==> config.mk <==
export PLATFORM = sky130hd
export DESIGN_NAME = key_debounce_multi_flat
export DESIGN_NICKNAME = d
export VERILOG_FILES = /design/src/rtl/key_debounce_multi_if.sv /design/src/rtl/key_debounce_multi.sv /design/src/flat_wrapper.sv
export SDC_FILE = /design/constraint.sdc
export NUM_CORES = 1
export LEC_CHECK = 0
export ABC_CLOCK_PERIOD_IN_PS = 4000
export CAP_MARGIN = 20
export CORE_ASPECT_RATIO = 1.4
export CORE_UTILIZATION = 25
export DETAILED_ROUTE_END_ITERATION = 12
export GPL_TIMING_DRIVEN = 1
export PLACE_DENSITY = 0.38
export SYNTH_ARGS = -nofsm -noshare
export SYNTH_HDL_FRONTEND = slang
export SYNTH_SLANG_ARGS = --single-unit
==> constraint.sdc <==
create_clock -name sys_clk -period 4 [get_ports sys_clk]
set_input_delay 0.8 -clock sys_clk [delete_from_list [all_inputs] [get_ports sys_clk]]
set_output_delay 0.8 -clock sys_clk [all_outputs]
set_load 0.02 [all_outputs]
==> src/rtl/key_debounce_multi_if.sv <==
// Key pins and conditioned key outputs of key_debounce_multi, bundled as one port.
// The slave side is the debouncer and the master side is the pin/stimulus owner.
interface key_debounce_multi_if #(
  parameter int NUM_KEYS = 4
) ();
  logic [NUM_KEYS-1:0] key;
  logic [NUM_KEYS-1:0] key_value;
  logic [NUM_KEYS-1:0] key_press;
  logic [NUM_KEYS-1:0] key_release;
  logic [NUM_KEYS-1:0] key_long;
  logic [NUM_KEYS-1:0] key_repeat;

  modport master (
    output key,
    input  key_value,
    input  key_press,
    input  key_release,
    input  key_long,
    input  key_repeat
  );

  modport slave (
    input  key,
    output key_value,
    output key_press,
    output key_release,
    output key_long,
    output key_repeat
  );
endinterface

==> src/rtl/key_debounce_multi.sv <==
// N-channel active-low key conditioner: sync, debounce, press/release/long pulses.
// Define KEY_REPEAT_EN to add auto-repeat pulses after a long press.
module key_debounce_multi #(
  parameter int NUM_KEYS        = 4,
  parameter int DEBOUNCE_CYCLES = 1000000,
  parameter int LONG_CYCLES     = 50000000,
  parameter int REPEAT_CYCLES   = 10000000,
  parameter int CNT_W           = 32
) (
  input  logic                 sys_clk,
  input  logic                 sys_rst,
  key_debounce_multi_if.slave  kbus
);

  localparam logic [CNT_W-1:0] ZERO_C = {CNT_W{1'b0}};
  localparam logic [CNT_W-1:0] ONE_C  = {{(CNT_W-1){1'b0}}, 1'b1};
  localparam logic [CNT_W-1:0] DEB_C  = CNT_W'(DEBOUNCE_CYCLES);
  localparam logic [CNT_W-1:0] LONG_C = CNT_W'(LONG_CYCLES);

  logic [NUM_KEYS-1:0] w_key_value;
  logic [NUM_KEYS-1:0] w_key_press;
  logic [NUM_KEYS-1:0] w_key_release;
  logic [NUM_KEYS-1:0] w_key_long;
  logic [NUM_KEYS-1:0] w_key_repeat;

  assign kbus.key_value   = w_key_value;
  assign kbus.key_press   = w_key_press;
  assign kbus.key_release = w_key_release;
  assign kbus.key_long    = w_key_long;
  assign kbus.key_repeat  = w_key_repeat;

  for (genvar g = 0; g < NUM_KEYS; g++) begin : g_ch
    logic             r_s1;
    logic             r_s2;
    logic             r_prev;
    logic             r_value;
    logic             r_press;
    logic             r_release;
    logic             r_long;
    logic [CNT_W-1:0] r_cnt;
    logic [CNT_W-1:0] r_hold;
    logic             w_accept;
    logic             w_hold_inc;
    logic             w_long_hit;
    logic [CNT_W-1:0] w_hold_p1;

    // Acceptance fires only on the last count of a quiet window, so a
    // bounce that settles back to the current level produces nothing.
    always_comb begin
      w_accept   = 1'b0;
      w_hold_inc = 1'b0;
      w_long_hit = 1'b0;
      w_hold_p1  = r_hold + ONE_C;
      if ((r_cnt == ONE_C) && (r_s2 == r_prev) && (r_s2 != r_value)) begin
        w_accept = 1'b1;
      end else begin
        w_accept = 1'b0;
      end
      if (!r_value && (r_hold < LONG_C)) begin
        w_hold_inc = 1'b1;
        w_long_hit = (w_hold_p1 == LONG_C);
      end else begin
        w_hold_inc = 1'b0;
        w_long_hit = 1'b0;
      end
    end

    // Synchroniser, debounce window, accepted level, event pulses and hold timer.
    always_ff @(posedge sys_clk or negedge sys_rst) begin
      if (!sys_rst) begin
        r_s1      <= 1'b1;
        r_s2      <= 1'b1;
        r_prev    <= 1'b1;
        r_value   <= 1'b1;
        r_press   <= 1'b0;
        r_release <= 1'b0;
        r_long    <= 1'b0;
        r_cnt     <= ZERO_C;
        r_hold    <= ZERO_C;
      end else begin
        r_s1   <= kbus.key[g];
        r_s2   <= r_s1;
        r_prev <= r_s2;

        if (r_s2 != r_prev) begin
          r_cnt <= DEB_C;
        end else if (r_cnt != ZERO_C) begin
          r_cnt <= r_cnt - ONE_C;
        end else begin
          r_cnt <= ZERO_C;
        end

        r_press   <= w_accept & ~r_s2;
        r_release <= w_accept & r_s2;

        if (w_accept) begin
          r_value <= r_s2;
        end else begin
          r_value <= r_value;
        end

        // Hold timer saturates at LONG_CYCLES, so key_long fires once per press.
        if (w_accept) begin
          r_hold <= ZERO_C;
          r_long <= 1'b0;
        end else if (w_hold_inc) begin
          r_hold <= w_hold_p1;
          r_long <= w_long_hit;
        end else begin
          r_hold <= r_hold;
          r_long <= 1'b0;
        end
      end
    end

    assign w_key_value[g]   = r_value;
    assign w_key_press[g]   = r_press;
    assign w_key_release[g] = r_release;
    assign w_key_long[g]    = r_long;

`ifdef KEY_REPEAT_EN
    localparam logic [CNT_W-1:0] RPT_C = CNT_W'(REPEAT_CYCLES);

    logic             r_rpt_act;
    logic             r_rpt;
    logic [CNT_W-1:0] r_rpt_cnt;
    logic [CNT_W-1:0] w_rpt_p1;

    // Repeat-interval arithmetic kept out of the sequential block.
    always_comb begin
      w_rpt_p1 = r_rpt_cnt + ONE_C;
    end

    // Repeat timer arms on the long-press cycle and disarms on any level change.
    always_ff @(posedge sys_clk or negedge sys_rst) begin
      if (!sys_rst) begin
        r_rpt_act <= 1'b0;
        r_rpt     <= 1'b0;
        r_rpt_cnt <= ZERO_C;
      end else begin
        if (w_accept) begin
          r_rpt_act <= 1'b0;
          r_rpt_cnt <= ZERO_C;
          r_rpt     <= 1'b0;
        end else if (w_long_hit) begin
          r_rpt_act <= 1'b1;
          r_rpt_cnt <= ZERO_C;
          r_rpt     <= 1'b0;
        end else if (r_rpt_act && !r_value) begin
          r_rpt_act <= 1'b1;
          if (w_rpt_p1 == RPT_C) begin
            r_rpt_cnt <= ZERO_C;
            r_rpt     <= 1'b1;
          end else begin
            r_rpt_cnt <= w_rpt_p1;
            r_rpt     <= 1'b0;
          end
        end else begin
          r_rpt_act <= r_rpt_act;
          r_rpt_cnt <= r_rpt_cnt;
          r_rpt     <= 1'b0;
        end
      end
    end

    assign w_key_repeat[g] = r_rpt;
`else
    assign w_key_repeat[g] = 1'b0;
`endif
  end

endmodule

==> src/flat_wrapper.sv <==
// flat-port wrapper written by rule: the top's interface ports become plain ports
module key_debounce_multi_flat 
#(
  parameter int NUM_KEYS        = 4,
  parameter int DEBOUNCE_CYCLES = 1000000,
  parameter int LONG_CYCLES     = 50000000,
  parameter int REPEAT_CYCLES   = 10000000,
  parameter int CNT_W           = 32
)
  (sys_clk, sys_rst, kbus_key, kbus_key_value, kbus_key_press, kbus_key_release, kbus_key_long, kbus_key_repeat);
  key_debounce_multi_if #(.NUM_KEYS(NUM_KEYS)) kbus_i ();
  input  logic sys_clk;
  input  logic sys_rst;
  input wire logic [$bits(kbus_i.key)-1:0] kbus_key;
  output wire logic [$bits(kbus_i.key_value)-1:0] kbus_key_value;
  output wire logic [$bits(kbus_i.key_press)-1:0] kbus_key_press;
  output wire logic [$bits(kbus_i.key_release)-1:0] kbus_key_release;
  output wire logic [$bits(kbus_i.key_long)-1:0] kbus_key_long;
  output wire logic [$bits(kbus_i.key_repeat)-1:0] kbus_key_repeat;
  assign kbus_i.key = kbus_key;
  assign kbus_key_value = kbus_i.key_value;
  assign kbus_key_press = kbus_i.key_press;
  assign kbus_key_release = kbus_i.key_release;
  assign kbus_key_long = kbus_i.key_long;
  assign kbus_key_repeat = kbus_i.key_repeat;
  key_debounce_multi #(.NUM_KEYS(NUM_KEYS), .DEBOUNCE_CYCLES(DEBOUNCE_CYCLES), .LONG_CYCLES(LONG_CYCLES), .REPEAT_CYCLES(REPEAT_CYCLES), .CNT_W(CNT_W)) u_core (.sys_clk(sys_clk), .sys_rst(sys_rst), .kbus(kbus_i));
endmodule
-- Word-level counts from Yosys, hierarchy flattened
Cells that the tools add are included.
- bitwise logic cells: 12
- muxes and demuxes: 36
- order comparisons: 4
- equality and inequality tests: 20
- $add $sub $neg: 8
- div/mod/pow operators: 0
- reductions and logical operators: 24
- multipliers: 0
- shift operators: 0
- operators with widths (kind ; number):
    32-bit two-way mux ; 16
    32-bit by 1-bit adder with 32-bit output, second input constant ; 4
    32-bit by 1-bit equality test with 1-bit output, second input constant ; 4
    32-bit by 26-bit equality test with 1-bit output, second input constant ; 4
    32-bit by 26-bit < comparator with 1-bit output, second input constant ; 4
    32-bit nonzero test ; 4
    32-bit by 1-bit subtractor with 32-bit output, second input constant ; 4
    1-bit two-way mux ; 20
    1-bit logical AND ; 12
    1-bit bitwise AND ; 8
    1-bit inequality test ; 8
    2-bit nonzero test ; 4
    1-bit equality test ; 4
    1-bit zero test ; 4
    1-bit inverter ; 4
- flip-flop bits (word level): 284
- ROM bits: 0
- bits of input ports: 6
- bits in writable memories: 0
- logic and storage cells: 140
- bits in latches: 0
- output and inout bits: 20
- memories kept: 0

-- Logic depth before layout (Yosys ltp)
Gate-level depths: netlist (run 1).
- word-level depth: 5
- depth in mapped cells: 10
- depth with buffers taken out: 8

-- Least setup slack after synthesis (run 1)
OpenSTA, ideal clock, no wires.
- path type: reg2reg
- start: register u_core.g_ch[1].r_cnt[0]
- end: register u_core.g_ch[1].r_cnt[26]
- path slack: 1.412 ns
- arrival: 2.470 ns
- setup time: 0.118 ns
- path buffers: 0
- required time: 3.882 ns
- cell stages (with the launch flop): 9
- period minus slack after synthesis: 2.588 ns
- cell sequence: dfrtp_1 -> inv_1 -> ha_1 -> nor3b_1 -> nand4_1 -> or4_1 -> or4b_2 -> xor2_1 -> nor2_1
- longest elaborated chain between the ends: 3
- elaborated cells between the ends (all ways): 4
- those cells by class: add/sub: 1; mux: 2; reduce/logical: 1
- ends and longest elaborated chain (element ; line ; RTL):
    start, declared ; key_debounce_multi.sv:40 ; logic [CNT_W-1:0] r_cnt;
    start signal, assigned ; key_debounce_multi.sv:88 ; r_cnt <= r_cnt - ONE_C;
    32-bit by 1-bit subtractor with 32-bit output or 32-bit nonzero test (tied branches) ; key_debounce_multi.sv:88, key_debounce_multi.sv:87 ;
    32-bit two-way mux (*) ; key_debounce_multi.sv:87 ; end else if (r_cnt != ZERO_C) begin
    32-bit two-way mux (*) ; key_debounce_multi.sv:85 ; if (r_s2 != r_prev) begin
Mark *: on every way between the ends. The rest lies on a longest branch, timed or not.
A chain may end at the register's enable or synchronous reset.

-- Worst setup path after layout (run 1)
- start: register u_core.g_ch[2].r_hold[0]
- end: register u_core.g_ch[2].r_long
- longest elaborated chain between the ends: 5
- elaborated cells between the ends (all ways): 8
- those cells by class: add/sub: 1; order compare: 1; eq/ne: 1; mux: 4; reduce/logical: 1
- ends and longest elaborated chain (element ; line ; RTL):
    start, declared ; key_debounce_multi.sv:41 ; logic [CNT_W-1:0] r_hold;
    start signal, assigned ; key_debounce_multi.sv:107 ; r_hold <= w_hold_p1;
    start signal, assigned ; key_debounce_multi.sv:110 ; r_hold <= r_hold;
    32-bit by 1-bit adder with 32-bit output or 32-bit by 26-bit < comparator with 1-bit output (tied branches) ; key_debounce_multi.sv:53, key_debounce_multi.sv:59 ;
    32-bit by 26-bit equality test with 1-bit output or 1-bit logical AND (tied branches) ; key_debounce_multi.sv:61, key_debounce_multi.sv:59 ;
    1-bit two-way mux ; key_debounce_multi.sv:59 ; if (!r_value && (r_hold < LONG_C)) begin
    1-bit two-way mux (*) ; key_debounce_multi.sv:106 ; end else if (w_hold_inc) begin
    1-bit two-way mux (*) ; key_debounce_multi.sv:103 ; if (w_accept) begin
    end signal, assigned ; key_debounce_multi.sv:108 ; r_long <= w_long_hit;
    end, declared ; key_debounce_multi.sv:39 ; logic r_long;
Marked as above.

==> impl_summary.md, run 1 <==
Status
The run finished with clean final reports.

GRT
The number of antenna violations at the first check in global routing is 0. The first global-routing pass estimated 61400 um of wire. The via count of the first global-routing pass is 11725. The residual overflow from global routing is 0. In the global route stage, overall resource usage came out at 0.121. The pin count of the biggest net entering global routing is 73.

Clocking
The number of hold buffers added after cts is 0. The total clock buffers created by CTS is 35. The root buffer cell chosen for the clock tree is sky130_fd_sc_hd__clkbuf_16.

The clock reaches the later pin of the worst-skew pair after 550 ps. After clock tree synthesis, the clock-pin slew on the worst setup and hold paths is 60 ps. The number of setup buffers added after CTS is 0.

The clock tree buffer depth is 3. The number of gates resized after CTS was 0. The clock net sink count is 284. The TritonCTS clock tree is done.

The number of levels in the clock H-tree is 2.

Synth
The post-synthesis instance total is 1607. Yosys mapped a number of flops with a built-in enable equal to 0. The predominant post-synthesis flop cell is sky130_fd_sc_hd__dfrtp_1. The synthesized area per cell is 9.43 um^2. For this run, the register share of the synthesized area comes to 0.470. The share of flip-flops with an asynchronous set or reset after synthesis is 1.00. Yosys printed 0 warnings.

The cell taking the most area after synthesis is sky130_fd_sc_hd__dfrtp_1. By area the synthesized netlist is led by sky130_fd_sc_hd__dfrtp_1, sky130_fd_sc_hd__xnor2_1, sky130_fd_sc_hd__nor2_1. Of the post-synthesis cell area, the dominant cell type holds 0.442. The flop and latch count out of synthesis is 284. After synthesis the cells add up to 0.0152 mm^2. The count of cell types in the netlist is 73.

Worst setup path
Walking the worst path, the cells encountered are ha_1, nand4_2, nor4_2, and3_1, mux2i_1, nand2_1, a2111oi_0. Data on the critical path arrives at its endpoint at 3590 ps. The largest fanout on the critical path is 10. The launching element type of the critical path is a register. The start-to-end type of the worst setup path is register to register.

The timing startpoint of the critical path is u_core.g_ch[2].r_hold[0]$_DFFE_PN0P_. The largest single stage delay on the critical path is 950 ps. At the worst endpoint, the required time is 4380 ps.

Counting cells, the worst reg-to-reg path comes to 7. The startpoint of the worst register-to-register path is u_core.g_ch[2].r_hold[0]$_DFFE_PN0P_. Setup slack on the worst reg-to-reg path comes out at 780 ps. STA classifies the critical path endpoint as a register.

The highest-delay cell along the critical path is sky130_fd_sc_hd__nor4_2. In this run the critical register-to-register path is captured at u_core.g_ch[2].r_long$_DFF_PN0_.

Route
The routed length per placed instance is 15.0 um. For this run, design rule violations remaining after detail routing come to 0. The total wire length is 36500 um. The mean number of vias per cell is 4.66. The first-iteration detailed-routing DRC count is 465. For this block, the via count after detailed routing is 11342. The number of antenna-violating nets in the routed design is 0.

The count of TritonRoute iterations in the first routing pass is 6.

Floorplanning
The initialized floorplan defines 106 standard-cell rows. The placeable core region is 0.0598 mm^2. The floorplan step set the die width to 210 um.

From bottom edge to top edge, the die measures 293 um. The die area is 0.0616 mm^2. The initial utilization of the core area, before any placement, comes to 0.253.

Pin placement for this block handled 26 I/O pins.

STA
The post-route minimum period is 3220 ps. Setup violations remaining at the end of the flow were counted as 0. The slew at the pin closest to its max-slew limit is 993 ps. Static timing analysis puts the maximum clock frequency at 311 MHz. The fraction of the cycle the final worst path needs is 0.804. The worst-case headroom to the max-slew limit is 0.332. The worst clock skew on the final layout is 18.4 ps.

The number of endpoints with negative hold slack in the final report is 0. Setup repair after global routing left no endpoint under its margin. In the final timing run, aggregate negative setup slack is 0 ps.

The final max-slew violation count is 0.

Final layout
The antenna diode count is 0. Relative to the synthesized area, the layout overhead comes to 14.3%. The library cell used most frequently in the layout, excluding fill and tap cells, is sky130_fd_sc_hd__dfrtp_1. Counting the fill cells in the layout gives 6253. Of the cells placed in the final design, the portion with a size suffix greater than 1 is 0.0813. In the layout the commonest cells are sky130_fd_sc_hd__dfrtp_1, sky130_fd_sc_hd__nor2_1, sky130_fd_sc_hd__xnor2_1, sky130_fd_sc_hd__xor2_1, sky130_fd_sc_hd__nand2_1. The final instance count without filler cells is 2434. After the last flow step, the layout net total stands at 1619.

Power
The design draws 0.00707 W. IR analysis of the VDD net gives a maximum drop of 0.000379 V. The power density over the cells is 408 mW/mm^2. The leakage component of the power is 6.96 nW.

Hold path
In this run the worst hold path is classified as primary input to asynchronous set/reset pin.

Flow run
The tool flagged a number of max-cap violations equal to 0.

Place
The congestion estimate from routability-driven global placement came to 0.778. Port buffering added 21 buffers. The placed wire-length estimate is 24900 um. The placed cell count is 2370.
==> report_power, final <==
part,switching [W],internal [W]
Clock,0.00129,0.00199
Sequential,0.000148,0.00301
Combinational,0.000396,0.000239
==> stage by stage <==
step	setup slack, ps	hold slack (ps)	util	area (um^2)
3_3_place_gp	975	348	0.270	16100
2_1_floorplan	1410	345	-	15200
6_report	784	247	0.290	17300
3_5_place_dp	845	347	0.270	16100
5_1_grt	570	280	0.290	17300
4_1_cts	823	247	0.290	17300
==> cell families after synthesis <==
group	Yosys count	share of synthesized area
adder cells (fa/ha/maj)	16	0.0132
flip-flops	284	0.470
buffers and inverters	124	0.0410
multiplexers	9	0.00636
AO/OA/AOI/OAI	144	0.0592
AND/OR/NAND/NOR	811	0.284
XOR/XNOR	218	0.126
other	1	0.000247
==> worst max-delay path: cells and delay by family, from the launching register on <==
family                     cells  cell delay (ps)
and+or+nand+nor                4             1640
AOI/OAI and AO/OA              1              470
adders and majority gates      1              320
muxes                          1              190
DFF                            1              440
==> sequential cells by signal (all words and copies together) (netlist names) <==
name and flops:
u_core.g_ch.r_cnt 128, u_core.g_ch.r_hold 128, u_core.g_ch.r_long 4, u_core.g_ch.r_press 4, u_core.g_ch.r_prev 4, u_core.g_ch.r_release 4
u_core.g_ch.r_s1 4, u_core.g_ch.r_s2 4, u_core.g_ch.r_value 4
==> cell usage after synthesis (all sizes together), types with 28 or more instances <==
cell type  count
dfrtp        268
nor2         267
xnor2        119
xor2          99
nand2         97
nand4         69
nor3          68
nor4          65
nand3         60
o21ai         51
clkbuf        49
buf           47
a21oi         33
or4           30
inv           28
==> final cells by class <==
class	instances	area [um^2]	area share
clock buffers	52	1070	0.0618
clock inverters	12	130	0.00751
inverters	28	105	0.00607
multi-input cells	1202	7440	0.429
flip-flops and latches	284	7130	0.411
well taps	810	1010	0.0585
repair buffers	46	440	0.0254
==> per-layer routing <==
| metal | wire length (um) | track usage | vias to the layer above | share of wire |
|---|---|---|---|---|
| met4 | 812 | 0.0397 | 0 | 0.022 |
| met1 | 15700 | 0.141 | 5574 | 0.43 |
| li1 | - | - | 5600 | - |
| met3 | 1020 | 0.0208 | 43 | 0.028 |
| met5 | 0 | 0 | - | 0 |
| met2 | 18900 | 0.223 | 125 | 0.52 |
==> worst max-delay path by stage <==
stage	endpoint	slack, ps	depth (start not counted)
after floorplan	u_core.g_ch[1].r_cnt[26]$_DFF_PN0_	1410	8
after global placement	u_core.g_ch[3].r_cnt[26]$_DFF_PN0_	970	7
after detailed placement	u_core.g_ch[2].r_long$_DFF_PN0_	840	7
after CTS	u_core.g_ch[2].r_long$_DFF_PN0_	820	7
after global routing	u_core.g_ch[2].r_long$_DFF_PN0_	570	7
final	u_core.g_ch[2].r_long$_DFF_PN0_	780	7
Power figures use the tool's default switching activity.
==> run 2, diff against run 1 <==
--- a/config.mk
+++ b/config.mk
@@ -5,13 +5,13 @@
 export SDC_FILE = /design/constraint.sdc
 export NUM_CORES = 1
 export LEC_CHECK = 0
-export ABC_CLOCK_PERIOD_IN_PS = 4000
+export ABC_CLOCK_PERIOD_IN_PS = 2700
 export CAP_MARGIN = 20
 export CORE_ASPECT_RATIO = 1.4
 export CORE_UTILIZATION = 25
 export DETAILED_ROUTE_END_ITERATION = 12
 export GPL_TIMING_DRIVEN = 1
-export PLACE_DENSITY = 0.38
+export PLACE_DENSITY = 0.39
 export SYNTH_ARGS = -nofsm -noshare
 export SYNTH_HDL_FRONTEND = slang
 export SYNTH_SLANG_ARGS = --single-unit
==> constraint.sdc (replaced) <==
create_clock -name sys_clk -period 2.7 [get_ports sys_clk]
set_input_delay 0.54 -clock sys_clk [delete_from_list [all_inputs] [get_ports sys_clk]]
set_output_delay 0.54 -clock sys_clk [all_outputs]
set_load 0.02 [all_outputs]
==> run 2 against run 1 <==
Utilization grew 0.77 points. Flip-flop and latch count is the same. Clock-buffer cell count shrank 9. Clock power grew 36%. Largest power group is now sequential cells. Highest routed layer unchanged. Hold slack gained 110 ps.
==> impl_summary.md, run 2 (same netlist as run 1, synthesis figures left out) <==
Status
The flow ran to the end, and the final reports show no timing, DRC or antenna violations.

Hold path
The path class of the tightest hold or removal check is register to register.

STA
The achievable clock frequency came to 393 MHz (+26%). The fraction of the cycle the final worst path needs came to 0.943 (+0.139). The slew at the pin closest to its max-slew limit came to 722 ps (-271 ps). The final count of negative-setup-slack endpoints is 0 (unchanged).

The final max-slew violation count is 0 (unchanged). Setup repair after global routing left no endpoint under its margin. The post-route minimum period is 2550 ps (-669 ps). The worst clock skew on the final layout is 13.5 ps (-4.94 ps). The worst-case headroom to the max-slew limit was 0.519 (+0.186). The number of endpoints with negative hold slack in the final report is 0 (unchanged).

The final-layout worst hold slack is 357 ps (+110 ps).

Final layout
The fraction of final layout cells sized beyond drive strength 1 is 0.117 (+0.0361). The antenna diode count is 0 (unchanged). The largest registers in the layout are u_core.g_ch.r_cnt (128), u_core.g_ch.r_hold (128). In the layout the commonest cells are sky130_fd_sc_hd__dfrtp_1, sky130_fd_sc_hd__nor2_1, sky130_fd_sc_hd__xnor2_1, sky130_fd_sc_hd__xor2_1, sky130_fd_sc_hd__nand2_1. The commonest non-fill, non-tap cell in the layout is sky130_fd_sc_hd__dfrtp_1. The share of the core filled with cells was 0.297 (+0.00774).

The post-layout net count is 1686 (+4.1%). The finished layout cell area is 0.0178 mm^2 (+2.7%). Compared with the post-synthesis result, the final layout area differs by 17.4%.

Floorplanning
The placeable core region is 0.0598 mm^2 (unchanged). The placement row count was 106 (unchanged). The die width came to 210 um (unchanged). The height of the die is 293 um (unchanged). The I/O pin count is 26 (unchanged). The initial core utilization came to 0.253 (unchanged). The die area is 0.0616 mm^2 (unchanged).

Clocking
The number of setup buffers added after CTS is 0 (unchanged). The clock tree buffer depth is 3 (unchanged). TritonCTS built the clock tree. The clock transition at the registers of the reported paths came to 60 ps (about the same). The source-to-sink clock delay at the later pin of the worst-skew pair is 570 ps (+20 ps). The total clock buffers created by CTS is 31 (-11%). The number of levels in the clock H-tree came to 1 (-1).

The cell chosen for the clock root is sky130_fd_sc_hd__clkbuf_16. The clock net sink count is 284 (unchanged).

GRT
The via count of the first global-routing pass came to 12116 (+3.3%). The residual overflow from global routing is 0 (unchanged). The pin count of the biggest net entering global routing is 77 (+5.5%). The total global routing track utilization is 0.124 (+0.00309).

The global-route wire length before repair is 63600 um (+3.5%). The number of antenna violations at the first check in global routing is 0 (unchanged).

Worst setup path
Among cell families on the critical path, the largest total delay comes from simple AND/OR/NAND/NOR gates. Walking the worst path, the cells encountered are nand4_1, nor4_4, nand4_1, xor2_1, or4_1, nor4_2. The worst endpoint data arrival time is 2990 ps (-600 ps). By instance count, the cell type seen most on the critical path is sky130_fd_sc_hd__nand4_1. Among all stages on the critical path, the largest delay is contributed by sky130_fd_sc_hd__or4_1. The critical path is of the register to register type. The highest cell delay on the worst timing path is 540 ps (-410 ps).

STA classifies the critical path endpoint as a register. The data required time at the worst endpoint is 3140 ps (-1240 ps). The count of buffer and inverter cells on the critical path came to 0 (unchanged). STA classifies the critical path startpoint as a register. The largest fanout on the critical path is 7 (-3).

Route
The total wire length is 37200 um (+2.1%). The number of DRC violations after detailed routing was 0 (unchanged). The routed length per placed instance was 14.9 um (-0.51%). The count of TritonRoute iterations in the first routing pass was 5 (-1). The mean number of vias per cell came to 4.63 (-0.68%).

The number of antenna-violating nets in the routed design is 0 (unchanged). The first-iteration detailed-routing DRC count is 632 (+36%). The count of vias placed by the detailed router is 11556 (+1.9%).

Power
The leakage component of the power is 7.27 nW (+4.5%). The power density over the cells is 570 mW/mm^2 (+40%). The highest ir drop seen on vdd is 0.000467 V (+23%).

Place
The final estimated routing congestion in global placement is 0.777 (-0.21%). The count of buffers inserted at the top-level ports is 21 (unchanged). The placed instance area was 0.0167 mm^2 (+3.5%). The placed wire-length estimate came to 26300 um (+5.4%).

Flow run
The max-cap check violation count is 0 (unchanged).
run 2: changes by cell type in the layout (fill, tap and decap cells not counted), moves of 2 or more:
cell / previous run / this run
sky130_fd_sc_hd__buf_4: 22 / 89
sky130_fd_sc_hd__clkbuf_8: 11 / 7
sky130_fd_sc_hd__buf_12: 3 / 6
sky130_fd_sc_hd__clkbuf_16: 36 / 31
sky130_fd_sc_hd__bufinv_16: 2 / 4
run 2: final timing paths:
check / cells after the start / slack (ps) / to / start
worst max register to register: 6 / 150 / u_core.g_ch[0].r_long$_DFF_PN0_ / u_core.g_ch[0].r_hold[3]$_DFFE_PN0P_
max in group asynchronous: 3 / 1370 / u_core.g_ch[3].r_s1$_DFF_PN1_ / sys_rst
worst min register to register: 0 / 360 / u_core.g_ch[2].r_s2$_DFF_PN1_ / u_core.g_ch[2].r_s1$_DFF_PN1_
worst max-delay path: 6 / 150 / u_core.g_ch[0].r_long$_DFF_PN0_ / u_core.g_ch[0].r_hold[3]$_DFFE_PN0P_
worst min-delay path: 0 / 360 / u_core.g_ch[2].r_s2$_DFF_PN1_ / u_core.g_ch[2].r_s1$_DFF_PN1_
min in group asynchronous: 2 / 510 / u_core.g_ch[0].r_hold[3]$_DFFE_PN0P_ / sys_rst
run 2: timing repair:
item,4_1_cts,5_1_grt
endpoints found under the setup margin,1,21
endpoints found under the hold margin,14,0
pin swaps,0,0
resized for setup,1,5
hold buffers,1,0
run 2: layout make-up:
type | instances | area (um^2)
tap | 810 | 1010
timing repair buffer | 117 | 1010
multi-input combinational | 1202 | 7470
fill | 6230 | 42000
inverter | 28 | 105
clock inverter | 13 | 173
sequential | 284 | 7130
clock buffer | 43 | 891
run 2: power by group:
group / internal [W] / switching (W) / total (W) / leakage, nW
Sequential: 0.00445 / 0.000212 / 0.00466 / 3.69
Combinational: 0.000420 / 0.000598 / 0.00102 / 3.06
Clock: 0.00267 / 0.00179 / 0.00446 / 0.519
run 2: per-layer routing:
metal / vias to the layer above / share of wire / global-route usage
li1: 5734 / - / -
met1: 5674 / 0.42 / 0.146
met2: 102 / 0.53 / 0.233
met3: 46 / 0.028 / 0.0167
met4: 0 / 0.021 / 0.0363
met5: - / 0 / 0
run 2: per-stage QoR:
stage               setup TNS, ps  worst slack [ps]  total power [W]  std cells
floorplan                       0               112          0.00539       1610
global placement            -19.0             -19.0          0.00577       2440
detailed placement          -65.9             -65.9          0.00577       2440
CTS                             0              20.8           0.0104       2497
global route                    0              7.00           0.0107       2497
finish                          0               153           0.0101       2497
run 2: worst reg2reg max path: stages (launching register included):
cell	delay, ps
sky130_fd_sc_hd__dfrtp_1	490
sky130_fd_sc_hd__nand4_1	280
sky130_fd_sc_hd__nor4_4	490
sky130_fd_sc_hd__nand4_1	200
sky130_fd_sc_hd__xor2_1	170
sky130_fd_sc_hd__or4_1	540
sky130_fd_sc_hd__nor4_2	270
==> run 3, diff against run 2 <==
--- a/config.mk
+++ b/config.mk
@@ -12,6 +12,7 @@
 export DETAILED_ROUTE_END_ITERATION = 12
 export GPL_TIMING_DRIVEN = 1
 export PLACE_DENSITY = 0.39
+export SLEW_MARGIN = 20
 export SYNTH_ARGS = -nofsm -noshare
 export SYNTH_HDL_FRONTEND = slang
 export SYNTH_SLANG_ARGS = --single-unit
==> results of run 3 <==
Final layout, timing and power as in run 2 (identical DEF).
